--- config.mk ---
export PLATFORM = sky130hd
export DESIGN_NAME = uart_rx_fifo_flat
export DESIGN_NICKNAME = d
export VERILOG_FILES = /design/src/rtl/uart_rx_fifo_if.sv /design/src/rtl/uart_rx_fifo.sv /design/src/flat_wrapper.sv
export SDC_FILE = /design/constraint.sdc
export NUM_CORES = 1
export LEC_CHECK = 0
export ABC_AREA = 0
export BUFFER_PORTS_ARGS = -buffer_cell sky130_fd_sc_hd__buf_2
export CAP_MARGIN = 20
export CORE_ASPECT_RATIO = 0.7
export CORE_MARGIN = 5
export CORE_UTILIZATION = 44
export CTS_CLUSTER_DIAMETER = 200
export DETAILED_ROUTE_END_ITERATION = 16
export PLACE_DENSITY_LB_ADDON = 0.12
export SLEW_MARGIN = 10
export SYNTH_ARGS = -nofsm -noshare
export SYNTH_HDL_FRONTEND = slang
export SYNTH_SLANG_ARGS = --single-unit
export TNS_END_PERCENT = 30
--- constraint.sdc ---
create_clock -name clk -period 2.9 [get_ports clk]
set_input_delay 0.145 -clock clk [delete_from_list [all_inputs] [get_ports clk]]
set_output_delay 0.145 -clock clk [all_outputs]
set_load 0.03 [all_outputs]
--- src/rtl/uart_rx_fifo_if.sv ---
// Read-side handshake and status bundle of the UART receive FIFO.
// The receiver drives it through the master modport.
interface uart_rx_fifo_if #(
    parameter int DATA_BITS  = 8,
    parameter int FIFO_DEPTH = 4
);
    logic                        rd_ready;
    logic                        rd_valid;
    logic [DATA_BITS-1:0]        rd_data;
    logic                        rd_parity_err;
    logic                        rd_frame_err;
    logic                        overrun;
    logic [$clog2(FIFO_DEPTH):0] fifo_count;
    logic                        busy;

    modport master (
        input  rd_ready,
        output rd_valid, rd_data, rd_parity_err, rd_frame_err, overrun, fifo_count, busy
    );

    modport slave (
        output rd_ready,
        input  rd_valid, rd_data, rd_parity_err, rd_frame_err, overrun, fifo_count, busy
    );
endinterface

--- src/rtl/uart_rx_fifo.sv ---
// Parametrised UART receiver with configurable frame format, feeding a
// show-ahead FIFO that stores each word together with its parity/stop error flags.
module uart_rx_fifo #(
    parameter int CLKS_PER_BIT = 32,
    parameter int DATA_BITS    = 8,
    parameter int PARITY_MODE  = 1,
    parameter int STOP_BITS    = 1,
    parameter int FIFO_DEPTH   = 4
) (
    input  logic           clk,
    input  logic           rst,
    input  logic           rx,
    uart_rx_fifo_if.master rd
);
    localparam int CW = $clog2(CLKS_PER_BIT);
    localparam int AW = $clog2(FIFO_DEPTH);
    localparam int WW = DATA_BITS + 2;
    localparam logic [CW-1:0] HALF_M1   = CW'(CLKS_PER_BIT / 2 - 1);
    localparam logic [CW-1:0] FULL_M1   = CW'(CLKS_PER_BIT - 1);
    localparam logic [3:0]    LAST_DATA = 4'(DATA_BITS - 1);
    localparam logic [3:0]    LAST_STOP = 4'(STOP_BITS - 1);
    localparam logic          ODD       = (PARITY_MODE == 2);

    typedef enum logic [2:0] {IDLE, START, DATA, PARITY, STOP} state_t;

    state_t               state, state_nxt;
    logic [CW-1:0]        cnt, cnt_nxt;
    logic [3:0]           bit_cnt, bit_cnt_nxt;
    logic                 armed, armed_nxt;
    logic                 par_err, par_err_nxt;
    logic                 frm_err, frm_err_nxt;
    logic                 push, shift_en, tick;
    logic                 rx_p0, rx_p1, rxs;
    logic [DATA_BITS-1:0] shreg;

    always_ff @(posedge clk or negedge rst) begin
        if (!rst) begin
            rx_p0 <= 1'b1;
            rx_p1 <= 1'b1;
        end else begin
            rx_p0 <= rx;
            rx_p1 <= rx_p0;
        end
    end
    assign rxs = rx_p1;

    // ---- receive FSM: state register ----
    always_ff @(posedge clk or negedge rst) begin
        if (!rst) begin
            state   <= IDLE;
            cnt     <= '0;
            bit_cnt <= '0;
            armed   <= 1'b1;
            par_err <= 1'b0;
            frm_err <= 1'b0;
        end else begin
            state   <= state_nxt;
            cnt     <= cnt_nxt;
            bit_cnt <= bit_cnt_nxt;
            armed   <= armed_nxt;
            par_err <= par_err_nxt;
            frm_err <= frm_err_nxt;
        end
    end

    assign tick = (state == START) ? (cnt == HALF_M1) : (cnt == FULL_M1);

    // armed drops after a low stop sample so a stuck-low line cannot retrigger
    always_comb begin
        state_nxt   = state;
        cnt_nxt     = cnt + 1'b1;
        bit_cnt_nxt = bit_cnt;
        armed_nxt   = armed;
        par_err_nxt = par_err;
        frm_err_nxt = frm_err;
        push        = 1'b0;
        shift_en    = 1'b0;
        case (state)
            IDLE: begin
                cnt_nxt     = '0;
                bit_cnt_nxt = '0;
                if (rxs) armed_nxt = 1'b1;
                if (!rxs && armed) begin
                    state_nxt   = START;
                    par_err_nxt = 1'b0;
                    frm_err_nxt = 1'b0;
                end
            end
            START: if (tick) begin
                cnt_nxt   = '0;
                state_nxt = rxs ? IDLE : DATA;
            end
            DATA: if (tick) begin
                cnt_nxt  = '0;
                shift_en = 1'b1;
                if (bit_cnt == LAST_DATA) begin
                    bit_cnt_nxt = '0;
                    state_nxt   = (PARITY_MODE != 0) ? PARITY : STOP;
                end else begin
                    bit_cnt_nxt = bit_cnt + 1'b1;
                end
            end
            PARITY: if (tick) begin
                cnt_nxt     = '0;
                par_err_nxt = (rxs != (^shreg ^ ODD));
                state_nxt   = STOP;
            end
            STOP: if (tick) begin
                cnt_nxt = '0;
                if (!rxs) frm_err_nxt = 1'b1;
                if (bit_cnt == LAST_STOP) begin
                    push      = 1'b1;
                    armed_nxt = rxs;
                    state_nxt = IDLE;
                end else begin
                    bit_cnt_nxt = bit_cnt + 1'b1;
                end
            end
            default: state_nxt = IDLE;
        endcase
    end

    always_ff @(posedge clk) begin
        if (shift_en) shreg <= {rxs, shreg[DATA_BITS-1:1]};
    end

    // ---- FIFO ----
    logic [WW-1:0] mem [FIFO_DEPTH];
    logic [WW-1:0] head;
    logic [AW-1:0] wr_ptr, rd_ptr;
    logic [AW:0]   count;
    logic          full, pop, wr_en, ovr;

    assign full  = (count == (AW+1)'(FIFO_DEPTH));
    assign pop   = (count != '0) && rd.rd_ready;
    assign wr_en = push && (!full || pop);

    always_ff @(posedge clk or negedge rst) begin
        if (!rst) begin
            wr_ptr <= '0;
            rd_ptr <= '0;
            count  <= '0;
            ovr    <= 1'b0;
        end else begin
            if (wr_en) wr_ptr <= wr_ptr + 1'b1;
            if (pop)   rd_ptr <= rd_ptr + 1'b1;
            count <= count + (AW+1)'(wr_en) - (AW+1)'(pop);
            if (pop)               ovr <= 1'b0;
            else if (push && full) ovr <= 1'b1;
        end
    end

    // the final stop sample is folded in combinationally so the word is stored on that edge
    always_ff @(posedge clk) begin
        if (wr_en) mem[wr_ptr] <= {shreg, par_err, frm_err | ~rxs};
    end

    assign head             = mem[rd_ptr];
    assign rd.rd_valid      = (count != '0);
    assign rd.rd_data       = rd.rd_valid ? head[WW-1:2] : '0;
    assign rd.rd_parity_err = rd.rd_valid & head[1];
    assign rd.rd_frame_err  = rd.rd_valid & head[0];
    assign rd.overrun       = ovr;
    assign rd.fifo_count    = count;
    assign rd.busy          = (state != IDLE);
endmodule

--- src/flat_wrapper.sv ---
// flat-port wrapper written by rule: the top's interface ports become plain ports
module uart_rx_fifo_flat 
#(
    parameter int CLKS_PER_BIT = 32,
    parameter int DATA_BITS    = 8,
    parameter int PARITY_MODE  = 1,
    parameter int STOP_BITS    = 1,
    parameter int FIFO_DEPTH   = 4
)
  (clk, rst, rx, rd_rd_ready, rd_rd_valid, rd_rd_data, rd_rd_parity_err, rd_rd_frame_err, rd_overrun, rd_fifo_count, rd_busy);
  uart_rx_fifo_if #(.DATA_BITS(DATA_BITS), .FIFO_DEPTH(FIFO_DEPTH)) rd_i ();
  input  logic clk;
  input  logic rst;
  input  logic rx;
  input wire logic [$bits(rd_i.rd_ready)-1:0] rd_rd_ready;
  output wire logic [$bits(rd_i.rd_valid)-1:0] rd_rd_valid;
  output wire logic [$bits(rd_i.rd_data)-1:0] rd_rd_data;
  output wire logic [$bits(rd_i.rd_parity_err)-1:0] rd_rd_parity_err;
  output wire logic [$bits(rd_i.rd_frame_err)-1:0] rd_rd_frame_err;
  output wire logic [$bits(rd_i.overrun)-1:0] rd_overrun;
  output wire logic [$bits(rd_i.fifo_count)-1:0] rd_fifo_count;
  output wire logic [$bits(rd_i.busy)-1:0] rd_busy;
  assign rd_i.rd_ready = rd_rd_ready;
  assign rd_rd_valid = rd_i.rd_valid;
  assign rd_rd_data = rd_i.rd_data;
  assign rd_rd_parity_err = rd_i.rd_parity_err;
  assign rd_rd_frame_err = rd_i.rd_frame_err;
  assign rd_overrun = rd_i.overrun;
  assign rd_fifo_count = rd_i.fifo_count;
  assign rd_busy = rd_i.busy;
  uart_rx_fifo #(.CLKS_PER_BIT(CLKS_PER_BIT), .DATA_BITS(DATA_BITS), .PARITY_MODE(PARITY_MODE), .STOP_BITS(STOP_BITS), .FIFO_DEPTH(FIFO_DEPTH)) u_core (.clk(clk), .rst(rst), .rx(rx), .rd(rd_i));
endmodule
==> out/qor.tcl, run 1 <==
set qor(status) {completed}
set qor(max_slew.worst_pin.slew_ns) 0.747
set qor(placement.io_buffers) 19
set qor(final_cell_mix) {sky130_fd_sc_hd__edfxtp_1, sky130_fd_sc_hd__dfrtp_1, sky130_fd_sc_hd__buf_2}
set qor(final_cell_count_no_fill) 356
set qor(total_switching_power_mw) 1.09
set qor(avgSynthCellArea_um2) 14.5
set qor(crit_path_end_kind) {register}
set qor(floorplan.initialDensity_pct) 45.0
set qor(finish.net_count) 267
set qor(fillerInstances) 652
set qor(worstSetupStartpointType) {register}
set qor(antenna_violating_nets_post_route) 0
set qor(total_leakage_power_nw) 1.38
set qor(core_area_um2) 7290
set qor(cell_internal_pwr_mw) 2.02
set qor(die_x_um) 113
set qor(maxSlewHeadroom_pct) 50.2
set qor(finish.instance_area_um2) 3670
set qor(rows) 26
set qor(post_route_cells_drive_above_1_share_pct) 21.7
set qor(power_switching_share_pct) 35.2
set qor(largest_family_of_logic_cells_by_synthesized_area) {simple AND/OR/NAND/NOR gates}
set qor(worst_ir_drop_vdd_mv) 0.439
set qor(grt_pass1_wl_mm) 9.54
set qor(post_dp_cell_area_um2) 3450
set qor(diodes) 0
set qor(cts_num_sinks) 73
set qor(die_height_um) 82.2
set qor(place_hpwl_mm) 3.69
set qor(io-pin-count) 20
set qor(r2r-start) {u_core.cnt[0]}
set qor(ys_seq_area_share_pct) 63.2
set qor(grt_remaining_overflow) 0
set qor(clock_insertion_delay_worst_skew_ns) 0.35
set qor(mappedNetlistArea_um2) 3280
set qor(synth-edff-count) 48
set qor(maxCapViolCount) 0
set qor(initialDrtViolationCount) 103
set qor(pwr-share-seq_pct) 43.4
set qor(multi_input_area_um2) 1080
set qor(drt-pass1-iter-count) 4
set qor(preCtsSetupSlack_ns) 0.481
set qor(ys_warn_count) 0
set qor(syn_to_final_growth_pct) 12.0
set qor(die-area_um2) 9300
set qor(clkSlewWorstSetupHoldPaths_ns) 0.08
set qor(grt_pass1_vias) 1814
set qor(clock_tree.htree_level_count) 3
set qor(ys.flop_type) {sky130_fd_sc_hd__edfxtp_1}
set qor(clock.fmax_mhz) 414
set qor(hold_violations) 0
set qor(synth.ff_latch_count) 73
set qor(finalHoldWorstSlack_ns) 0.317
set qor(grt.total_usage_pct) 13.7
set qor(crit_arrival_ns) 2.68
set qor(vias) 1762
set qor(finalSetupViolCount) 0
set qor(sequential_cell_area_um2) 2070
set qor(clock_skew_ns) 0.00980
set qor(critical_setup_path_class) {register to register}
set qor(place_inst) 337
set qor(regToRegEndpoint) {u_core.rd.fifo_count[2]}
set qor(part_of_the_power_in_combinational_logic_pct) 32.6
set qor(syn-instance-count) 226
set qor(synthMuxAreaShare_pct) 7.83
set qor(grt_max_degree) 26
set qor(required_time_of_the_critical_path_ns) 3.17
set qor(yosys.cell_types.count) 44
set qor(route.detailed.wl_per_inst_um) 15.7
set qor(totalWireLength_mm) 5.59
set qor(synth-xor-area-share_pct) 4.81
set qor(routed_via_density) 4.95
set qor(final_min_period_over_clock_period_pct) 83.3
set qor(final.min_clock_period_ns) 2.42
set qor(final_common_cell) {sky130_fd_sc_hd__edfxtp_1}
set qor(powerDensity_nw_per_um2) 848
set qor(share_clk_of_total_power_pct) 24.0
set qor(drc) 0
set qor(synthSimpleGateAreaFrac_pct) 10.2
set qor(finalWorstSetupSlack_ns) 0.484
set qor(final_max_slew_viol_count) 0
set qor(cts_root_buf) {sky130_fd_sc_hd__clkbuf_8}
set qor(place_congestion) 0.782
set qor(cts-hold-fix-buffers) 3
set qor(fin_setup_tns_ns) 0
set qor(clockBufferDepth) 2
set qor(cts_buffers) 9
set qor(fin_total_pwr_mw) 3.11
set qor(cts_tree) {done}
set qor(postCtsSetupBuffers) 0
set qor(adder_cell_fraction_of_synth_area_pct) 4.05
set qor(rsz_0062_raised_after_global_routing) {no}
set qor(post_cts_resize_count) 0
set qor(cp_max_fo) 9
set qor(hp-class) {input pin to async pin}
set qor(synth_compound_gate_area_share_pct) 6.15
set qor(final_util_pct) 50.4
set qor(async_flop_share_pct) 34.2
set qor(mappedNetlistNets) 240
set qor(antenna_found_initial) 0
set qor(reg2reg_slack_ns) 0.48
set qor(r2r_cells) 9
power groups by stage:
stage	Combinational, mW	Clock [mW]	Sequential [mW]
after floorplan	0.863	0	1.32
after detailed placement	1.02	0	1.38
after CTS	1.03	0.766	1.35
final	1.02	0.745	1.35
after global routing	1.11	0.820	1.37
after global placement	1.02	0	1.37
kinds of logic (layout without fill, tap and decap cells):
kind of cell / count (synthesis) / in the layout
DFF: 73 / 73
and+or+nand+nor: 58 / 58
AOI/OAI and AO/OA: 31 / 31
buffers and inverters: 23 / 55
xor gates and xnor gates: 18 / 18
muxes: 13 / 13
adders and majority gates: 10 / 10
worst max-delay path by stage:
| stage | startpoint | endpoint | slack, ns | depth (start not counted) |
|---|---|---|---|---|
| after floorplan | u_core.rd.fifo_count[1] | u_core.rd.fifo_count[2] | 0.69 | 9 |
| after global placement | u_core.cnt[0] | u_core.rd.fifo_count[2] | 0.56 | 9 |
| after detailed placement | u_core.cnt[0] | u_core.rd.fifo_count[2] | 0.48 | 9 |
| after CTS | u_core.cnt[0] | u_core.rd.fifo_count[2] | 0.46 | 9 |
| after global routing | u_core.cnt[0] | u_core.rd.fifo_count[2] | 0.26 | 9 |
| final | u_core.cnt[0] | u_core.rd.fifo_count[2] | 0.48 | 9 |
critical path, cell delays in order (launching register included):
cell	delay (ns)
sky130_fd_sc_hd__dfrtp_1	0.37
sky130_fd_sc_hd__ha_1	0.21
sky130_fd_sc_hd__and4_1	0.43
sky130_fd_sc_hd__nand4_2	0.19
sky130_fd_sc_hd__a21oi_4	0.24
sky130_fd_sc_hd__ha_1	0.18
sky130_fd_sc_hd__inv_1	0.04
sky130_fd_sc_hd__fa_1	0.37
sky130_fd_sc_hd__xnor2_1	0.19
sky130_fd_sc_hd__xnor2_1	0.13
registers in the layout, summed over array words and instances, names as in the netlist, 2 cells and up:
name and cells:
u_core.state 3, u_core.mem 40, u_core.rd.fifo_count 3, u_core.wr_ptr 2, u_core.shreg 8, u_core.rd_ptr 2, u_core.bit_cnt 4, u_core.cnt 5
final cells by class:
cell class / count / area share (%)
clock buffers: 9 / 3.38
clock inverters: 7 / 1.67
inverters: 12 / 1.23
repair buffers: 27 / 4.43
multi-input cells: 130 / 29.5
flip-flops and latches: 73 / 56.4
well taps: 98 / 3.34
cell usage after synthesis (all sizes together), types with 2 or more instances:
cell type / count / area, µm²
nor2: 13 / 48.8
edfxtp: 48 / 1440
o31ai: 2 / 15.0
nand2: 9 / 33.8
o21ai: 9 / 48.8
buf: 8 / 66.3
dfrtp: 22 / 551
mux2i: 2 / 20.0
dfstp: 3 / 78.8
a21oi: 12 / 71.3
nand2b: 2 / 12.5
and2: 14 / 87.6
nand3: 5 / 25.0
clkbuf: 3 / 11.3
xor2: 5 / 43.8
nor3b: 6 / 60.1
mux4: 10 / 225
inv: 12 / 45.0
nor3: 2 / 10.0
ha: 9 / 113
xnor2: 13 / 114
metal layers:
layer  vias to the layer above  part of all wire [%]  global-route usage, %
li1                        866                     -                      -
met1                       852                    51                   19.9
met2                        37                    42                   19.2
met3                         7                   5.3                   5.03
met4                         0                   1.3                   4.32
met5                         -                     0                      0
Power figures use the tool's default switching activity.
==> run 2, diff against run 1 <==
Clock period 2.9 ns to 2.4 ns, I/O delays scaled along.
==> run 2 against run 1 <==
  * Count of clock-buffer cells in the layout unchanged
  * Utilization up 1.6 points
  * Global-route usage up 0.14 points
  * Combinational power is 25% higher
  * Register-to-register slack lost 0.26 ns
  * Cell count up 2.2%
  * Clock power up 54%
  * Sequential cell count unchanged
  * Clock skew barely moved
  * Highest routed layer unchanged
  * Critical path type is now register to primary output
==> out/qor.tcl, run 2 (synthesis gave the netlist of run 1 again) <==
set qor(max_slew.worst_pin.slew_ns) 0.596 ;# was 0.747 ns
set qor(fin_setup_tns_ns) 0 ;# unchanged
set qor(critical_setup_path_class) {register to primary output} ;# was register to register
set qor(place_congestion) 0.735 ;# was 0.782
set qor(finish.instance_area_um2) 3790 ;# was 3670 µm²
set qor(powerDensity_nw_per_um2) 1070 ;# was 848 nW/µm²
set qor(crit_family) {flip-flops} ;# was adder cells
set qor(clock_skew_ns) 0.0100 ;# was 0.00980 ns
set qor(grt_pass1_wl_mm) 9.67 ;# was 9.54 mm
set qor(crit_path_top_delay_cell) {sky130_fd_sc_hd__dfrtp_1} ;# was sky130_fd_sc_hd__and4_1
set qor(largest_reg_flops) 40 ;# unchanged
set qor(post_cts_resize_count) 0 ;# unchanged
set qor(final_cell_count_no_fill) 364 ;# was 356
set qor(rows) 26 ;# unchanged
set qor(final_common_cell) {sky130_fd_sc_hd__edfxtp_1} ;# unchanged
set qor(io-pin-count) 20 ;# unchanged
set qor(vias) 1795 ;# was 1762
set qor(place_hpwl_mm) 3.98 ;# was 3.69 mm
set qor(crit_arrival_ns) 2.05 ;# was 2.68 ns
set qor(cts_num_sinks) 73 ;# unchanged
set qor(route.detailed.wl_per_inst_um) 16.1 ;# was 15.7 µm
set qor(core_area_um2) 7290 ;# unchanged
set qor(post_dp_cell_area_um2) 3510 ;# was 3450 µm²
set qor(preCtsSetupSlack_ns) 0.248 ;# was 0.481 ns
set qor(crit_path_max_incr_delay_ns) 0.63 ;# was 0.43 ns
set qor(clock_insertion_delay_worst_skew_ns) 0.34 ;# was 0.35 ns
set qor(final.min_clock_period_ns) 2.17
set qor(grt_max_degree) 26 ;# unchanged
set qor(clkSlewWorstSetupHoldPaths_ns) 0.08 ;# about the same
set qor(die_x_um) 113 ;# unchanged
set qor(maxSlewHeadroom_pct) 60.3 ;# was 50.2%
set qor(critical_path_cell_sequence) {buf_4, mux4_2, and2_1, buf_2} ;# was ha_1, and4_1, nand4_2, a21oi_4, ha_1, inv_1, fa_1, xnor2_1, xnor2_1
set qor(routed_via_density) 4.93 ;# was 4.95
set qor(post_route_cells_drive_above_1_share_pct) 25.2 ;# was 21.7%
set qor(biggestRegsByFlops) {u_core.mem: 40 flops, u_core.shreg: 8 flops, u_core.cnt: 5 flops} ;# unchanged
set qor(worstSetupStartpointType) {register} ;# unchanged
set qor(maxCapViolCount) 0 ;# unchanged
set qor(antenna_violating_nets_post_route) 0 ;# unchanged
set qor(initialDrtViolationCount) 50 ;# was 103
set qor(total_leakage_power_nw) 1.46 ;# was 1.38 nW
set qor(drc) 0 ;# unchanged
set qor(grt_pass1_vias) 1746 ;# was 1814
set qor(finalSetupViolCount) 0 ;# unchanged
set qor(antenna_found_initial) 0 ;# unchanged
set qor(place_inst) 345 ;# was 337
set qor(cp_max_fo) 8 ;# was 9
set qor(final_max_slew_viol_count) 0 ;# unchanged
set qor(rsz_0062_raised_after_global_routing) {no} ;# unchanged
set qor(placement.io_buffers) 19 ;# unchanged
set qor(top_register) {u_core.mem} ;# unchanged
set qor(fillerInstances) 645 ;# was 652
set qor(critical_path_buf_inv_count) 2 ;# was 1
set qor(diodes) 0 ;# unchanged
set qor(cts_tree) {done} ;# unchanged
set qor(finish.net_count) 275 ;# was 267
set qor(worst_ir_drop_vdd_mv) 0.643 ;# was 0.439 mV
set qor(fin_total_pwr_mw) 4.04 ;# was 3.11 mW
set qor(cts_buffers) 9 ;# unchanged
set qor(hp-class) {input pin to async pin} ;# unchanged
set qor(critPathLaunch) {u_core.rd_ptr[0]} ;# was u_core.cnt[0]
set qor(final_cell_mix) {sky130_fd_sc_hd__edfxtp_1, sky130_fd_sc_hd__dfrtp_1, sky130_fd_sc_hd__buf_2} ;# unchanged
set qor(drt-pass1-iter-count) 4 ;# unchanged
set qor(grt.total_usage_pct) 13.9 ;# was 13.7%
set qor(clockBufferDepth) 2 ;# unchanged
set qor(status) {completed} ;# unchanged
set qor(finalWorstSetupSlack_ns) 0.226 ;# was 0.484 ns
set qor(cts_root_buf) {sky130_fd_sc_hd__clkbuf_8} ;# unchanged
set qor(die-area_um2) 9300 ;# unchanged
set qor(totalWireLength_mm) 5.87 ;# was 5.59 mm
set qor(floorplan.initialDensity_pct) 45.0 ;# unchanged
set qor(final_min_period_over_clock_period_pct) 90.6
set qor(hold_violations) 0 ;# unchanged
set qor(crit_path_end_kind) {primary output} ;# was register
set qor(r2r-start) {u_core.bit_cnt[0]} ;# was u_core.cnt[0]
set qor(syn_to_final_growth_pct) 15.5 ;# was 12.0%
set qor(grt_remaining_overflow) 0 ;# unchanged
set qor(required_time_of_the_critical_path_ns) 2.28 ;# was 3.17 ns
set qor(die_height_um) 82.2 ;# unchanged
set qor(clock.fmax_mhz) 460
set qor(clock_tree.htree_level_count) 3 ;# unchanged
-- run 2: cell count changes in the layout (fill, tap and decap cells not counted), sizes merged --
cell,change
buf,+8
clkinvlp,-2
inv,+1
bufinv,+2
clkinv,-1
-- run 2: power breakdown --
group,switching [mW],internal [mW]
clock network,0.461,0.692
registers,0.171,1.44
logic,0.727,0.552
total,1.36,2.68
-- run 2: timing repair --
item / in CTS / in global routing
hold buffers: 3 / 0
endpoints found under the hold margin: 24 / 0
setup buffers: 0 / 0
-- run 2: area by class of cell --
type                       instances  area [µm²]  area share, %
timing repair buffer              35         223           5.88
tap                               98         123           3.24
clock inverter                     7         118           3.11
clock buffer                       9         124           3.27
sequential                        73        2070           54.7
multi-input combinational        130        1080           28.6
inverter                          12        45.0           1.19
-- run 2: path summary, 6_finish.rpt --
kind                                                end  slack (ns)  cells after the start
worst max-delay path                      rd_rd_data[3]        0.23                      4
worst min-delay path                  u_core.bit_cnt[2]        0.31                      2
worst max register to register  u_core.rd.fifo_count[2]        0.23                     10
worst min register to register             u_core.rx_p1        0.36                      0
max in group asynchronous                u_core.frm_err        1.68                      2
min in group clk                           u_core.rx_p1        0.36                      0
-- run 2: through the flow --
stage	hold slack [ns]	util, %
6_report	0.311	52.0
5_1_grt	0.358	52.0
4_1_cts	0.328	52.0
3_5_place_dp	0.166	48.2
3_3_place_gp	0.160	48.2
2_1_floorplan	-0.176	-
-- run 2: per-layer routing --
metal / vias to the layer above / GRT usage, % / part of all wire [%]
li1: 888 / - / -
met1: 872 / 20.9 / 55
met2: 28 / 19.4 / 40
met3: 7 / 3.35 / 3.3
met4: 0 / 5.04 / 1.4
met5: - / 0 / 0
==> run 3, diff against run 2 <==
--- a/config.mk
+++ b/config.mk
@@ -9,7 +9,7 @@
 export BUFFER_PORTS_ARGS = -buffer_cell sky130_fd_sc_hd__buf_2
 export CAP_MARGIN = 20
-export CORE_ASPECT_RATIO = 0.7
 export CORE_MARGIN = 5
 export CORE_UTILIZATION = 44
+export CTS_BUF_LIST = sky130_fd_sc_hd__clkbuf_4 sky130_fd_sc_hd__clkbuf_8
 export CTS_CLUSTER_DIAMETER = 200
 export DETAILED_ROUTE_END_ITERATION = 16
==> constraint.sdc (replaced) <==
create_clock -name clk -period 2.4 [get_ports clk]
set_input_delay 0.36 -clock clk [delete_from_list [all_inputs] [get_ports clk]]
set_output_delay 0.36 -clock clk [all_outputs]
set_load 0.03 [all_outputs]
==> run 3 against run 2 <==
  * Die area decreased by 0.29%
  * Fmax increased by 0.67%
  * Count of clock-buffer cells in the layout increased by 1
  * Combinational power about the same
  * Cell count unchanged
  * Global-route usage decreased by 0.70 points
  * Sequential power decreased by 2%
  * Worst setup slack improved by 0.015 ns
  * Critical path depth increased by 6
  * Non-clock buffer count decreased by 1
  * Critical path type is now register to register
  * Largest power group unchanged
==> out/qor.tcl, run 3 (synthesis gave the netlist of run 1 again) <==
set qor(cts_buffers) 9 ;# unchanged
set qor(final_cell_count_no_fill) 364 ;# unchanged
set qor(place_congestion) 0.742 ;# was 0.735
set qor(maxCapViolCount) 0 ;# unchanged
set qor(diodes) 0 ;# unchanged
set qor(worst_ir_drop_vdd_mv) 0.488 ;# was 0.643 mV
set qor(worstSetupStartpointType) {register} ;# unchanged
set qor(die_height_um) 96.3 ;# was 82.2 µm
set qor(drc) 0 ;# unchanged
set qor(status) {completed} ;# unchanged
set qor(clockBufferDepth) 2 ;# unchanged
set qor(io-pin-count) 20 ;# unchanged
set qor(biggestRegsByFlops) {u_core.mem: 40 flops, u_core.shreg: 8 flops, u_core.cnt: 5 flops} ;# unchanged
set qor(grt_max_degree) 26 ;# unchanged
set qor(core_area_um2) 7250 ;# was 7290 µm²
set qor(crit_arrival_ns) 2.38 ;# was 2.05 ns
set qor(final_cell_mix) {sky130_fd_sc_hd__edfxtp_1, sky130_fd_sc_hd__dfrtp_1, sky130_fd_sc_hd__buf_2} ;# unchanged
set qor(top_register) {u_core.mem} ;# unchanged
set qor(final_min_period_over_clock_period_pct) 90.0 ;# was 90.6%
set qor(rows) 31 ;# was 26
set qor(max_slew.worst_pin.slew_ns) 0.555 ;# was 0.596 ns
set qor(syn_to_final_growth_pct) 14.0 ;# was 15.5%
set qor(antenna_violating_nets_post_route) 0 ;# unchanged
set qor(critical_setup_path_class) {register to register} ;# was register to primary output
set qor(grt_pass1_vias) 1800 ;# was 1746
set qor(powerDensity_nw_per_um2) 1020 ;# was 1070 nW/µm²
set qor(postCtsSetupBuffers) 0 ;# unchanged
set qor(cts_root_buf) {sky130_fd_sc_hd__clkbuf_8} ;# unchanged
set qor(drt-pass1-iter-count) 4 ;# unchanged
set qor(place_inst) 348 ;# was 345
set qor(cts_num_sinks) 73 ;# unchanged
set qor(cts-hold-fix-buffers) 0 ;# was 3
set qor(hp-class) {input pin to async pin} ;# unchanged
set qor(finish.net_count) 274 ;# was 275
set qor(routed_via_density) 4.88 ;# was 4.93
set qor(post_dp_cell_area_um2) 3530 ;# was 3510 µm²
set qor(cp_max_fo) 4 ;# was 8
set qor(totalWireLength_mm) 5.35 ;# was 5.87 mm
set qor(final_common_cell) {sky130_fd_sc_hd__edfxtp_1} ;# unchanged
set qor(post_route_cells_drive_above_1_share_pct) 26.0 ;# was 25.2%
set qor(total_leakage_power_nw) 1.43 ;# was 1.46 nW
set qor(maxSlewHeadroom_pct) 63.0 ;# was 60.3%
set qor(clock_skew_ns) 0.0114 ;# was 0.0100 ns
set qor(placement.io_buffers) 19 ;# unchanged
set qor(clock_tree.htree_level_count) 3 ;# unchanged
set qor(final_util_pct) 51.5 ;# was 52.0%
set qor(die_x_um) 96.3 ;# was 113 µm
set qor(finalHoldWorstSlack_ns) 0.00660 ;# was 0.311 ns
set qor(floorplan.initialDensity_pct) 45.2 ;# was 45.0%
set qor(finalSetupViolCount) 0 ;# unchanged
set qor(hold_violations) 0 ;# unchanged
set qor(final.min_clock_period_ns) 2.16 ;# was 2.17 ns
set qor(clock_insertion_delay_worst_skew_ns) 0.34 ;# about the same
set qor(required_time_of_the_critical_path_ns) 2.62 ;# was 2.28 ns
set qor(post_cts_resize_count) 0 ;# unchanged
set qor(place_hpwl_mm) 3.82 ;# was 3.98 mm
set qor(initialDrtViolationCount) 55 ;# was 50
set qor(final_max_slew_viol_count) 0 ;# unchanged
set qor(sequential_cell_area_um2) 2070 ;# unchanged
set qor(die-area_um2) 9270 ;# was 9300 µm²
set qor(fillerInstances) 637 ;# was 645
set qor(clkSlewWorstSetupHoldPaths_ns) 0.08 ;# about the same
set qor(crit_path_end_kind) {register} ;# was primary output
set qor(antenna_found_initial) 0 ;# unchanged
set qor(fin_setup_tns_ns) 0 ;# unchanged
set qor(rsz_0062_raised_after_global_routing) {no} ;# unchanged
set qor(finish.instance_area_um2) 3740 ;# was 3790 µm²
set qor(grt_remaining_overflow) 0 ;# unchanged
set qor(cts_tree) {done} ;# unchanged
set qor(largest_reg_flops) 40 ;# unchanged
set qor(vias) 1775 ;# was 1795
set qor(route.detailed.wl_per_inst_um) 14.7 ;# was 16.1 µm
set qor(clock.fmax_mhz) 463 ;# was 460 MHz
set qor(grt_pass1_wl_mm) 8.90 ;# was 9.67 mm
set qor(multi_input_area_um2) 1090 ;# was 1080 µm²
set qor(grt.total_usage_pct) 13.2 ;# was 13.9%
run 3: cell types whose count changed in the layout (fill, tap and decap cells not counted), sizes merged:
cell,delta
buf,+2
dlygate4sd3,-3
clkbuf,+1
clkinv,-1
bufinv,-2
clkinvlp,+2
run 3: final cells by class:
type | instances | share of cell area, %
multi-input combinational | 130 | 29.2
timing repair buffer | 34 | 5.56
tap | 99 | 3.32
inverter | 12 | 1.21
sequential | 73 | 55.4
clock buffer | 10 | 3.52
clock inverter | 6 | 1.81
run 3: critical path, cell delays in order (launching register included):
cell and delay, ns:
sky130_fd_sc_hd__dfrtp_1 0.40, sky130_fd_sc_hd__inv_1 0.10, sky130_fd_sc_hd__ha_1 0.15, sky130_fd_sc_hd__nor3b_4 0.23, sky130_fd_sc_hd__nand4_2 0.16, sky130_fd_sc_hd__a21oi_4 0.17, sky130_fd_sc_hd__ha_1 0.16, sky130_fd_sc_hd__inv_1 0.05
sky130_fd_sc_hd__fa_1 0.37, sky130_fd_sc_hd__xnor2_1 0.14, sky130_fd_sc_hd__xnor2_1 0.13
run 3: worst paths after layout:
check                           slack (ns)                 endpoint  cells after the start               from
max in group asynchronous             2.02             u_core.rx_p1                      1                rst
worst min-delay path                 0.007          u_core.state[0]                      1                rst
worst max register to register        0.24  u_core.rd.fifo_count[2]                     10  u_core.bit_cnt[0]
worst max-delay path                  0.24  u_core.rd.fifo_count[2]                     10  u_core.bit_cnt[0]
worst min register to register        0.36             u_core.rx_p1                      0       u_core.rx_p0
min in group clk                      0.12             u_core.rx_p0                      1                 rx
run 3: power by group:
part	leakage [nW]	switching, mW	internal, mW
Sequential	0.757	0.133	1.44
Clock	0.0963	0.449	0.495
Combinational	0.581	0.745	0.544
run 3: per-layer routing:
| metal | up-vias | GRT usage (%) | part of all wire (%) |
|---|---|---|---|
| li1 | 888 | - | - |
| met1 | 861 | 16.9 | 47 |
| met2 | 24 | 20.6 | 49 |
| met3 | 2 | 4.30 | 3.4 |
| met4 | 0 | 5.26 | 0.67 |
| met5 | - | 0 | 0 |
run 3: metrics by stage:
stage	setup WS, ns	total power, mW
finish	0.240	3.81
global route	0.0152	4.05
CTS	0.197	3.87
detailed placement	0.211	2.92
global placement	0.260	2.90
floorplan	0.186	2.64
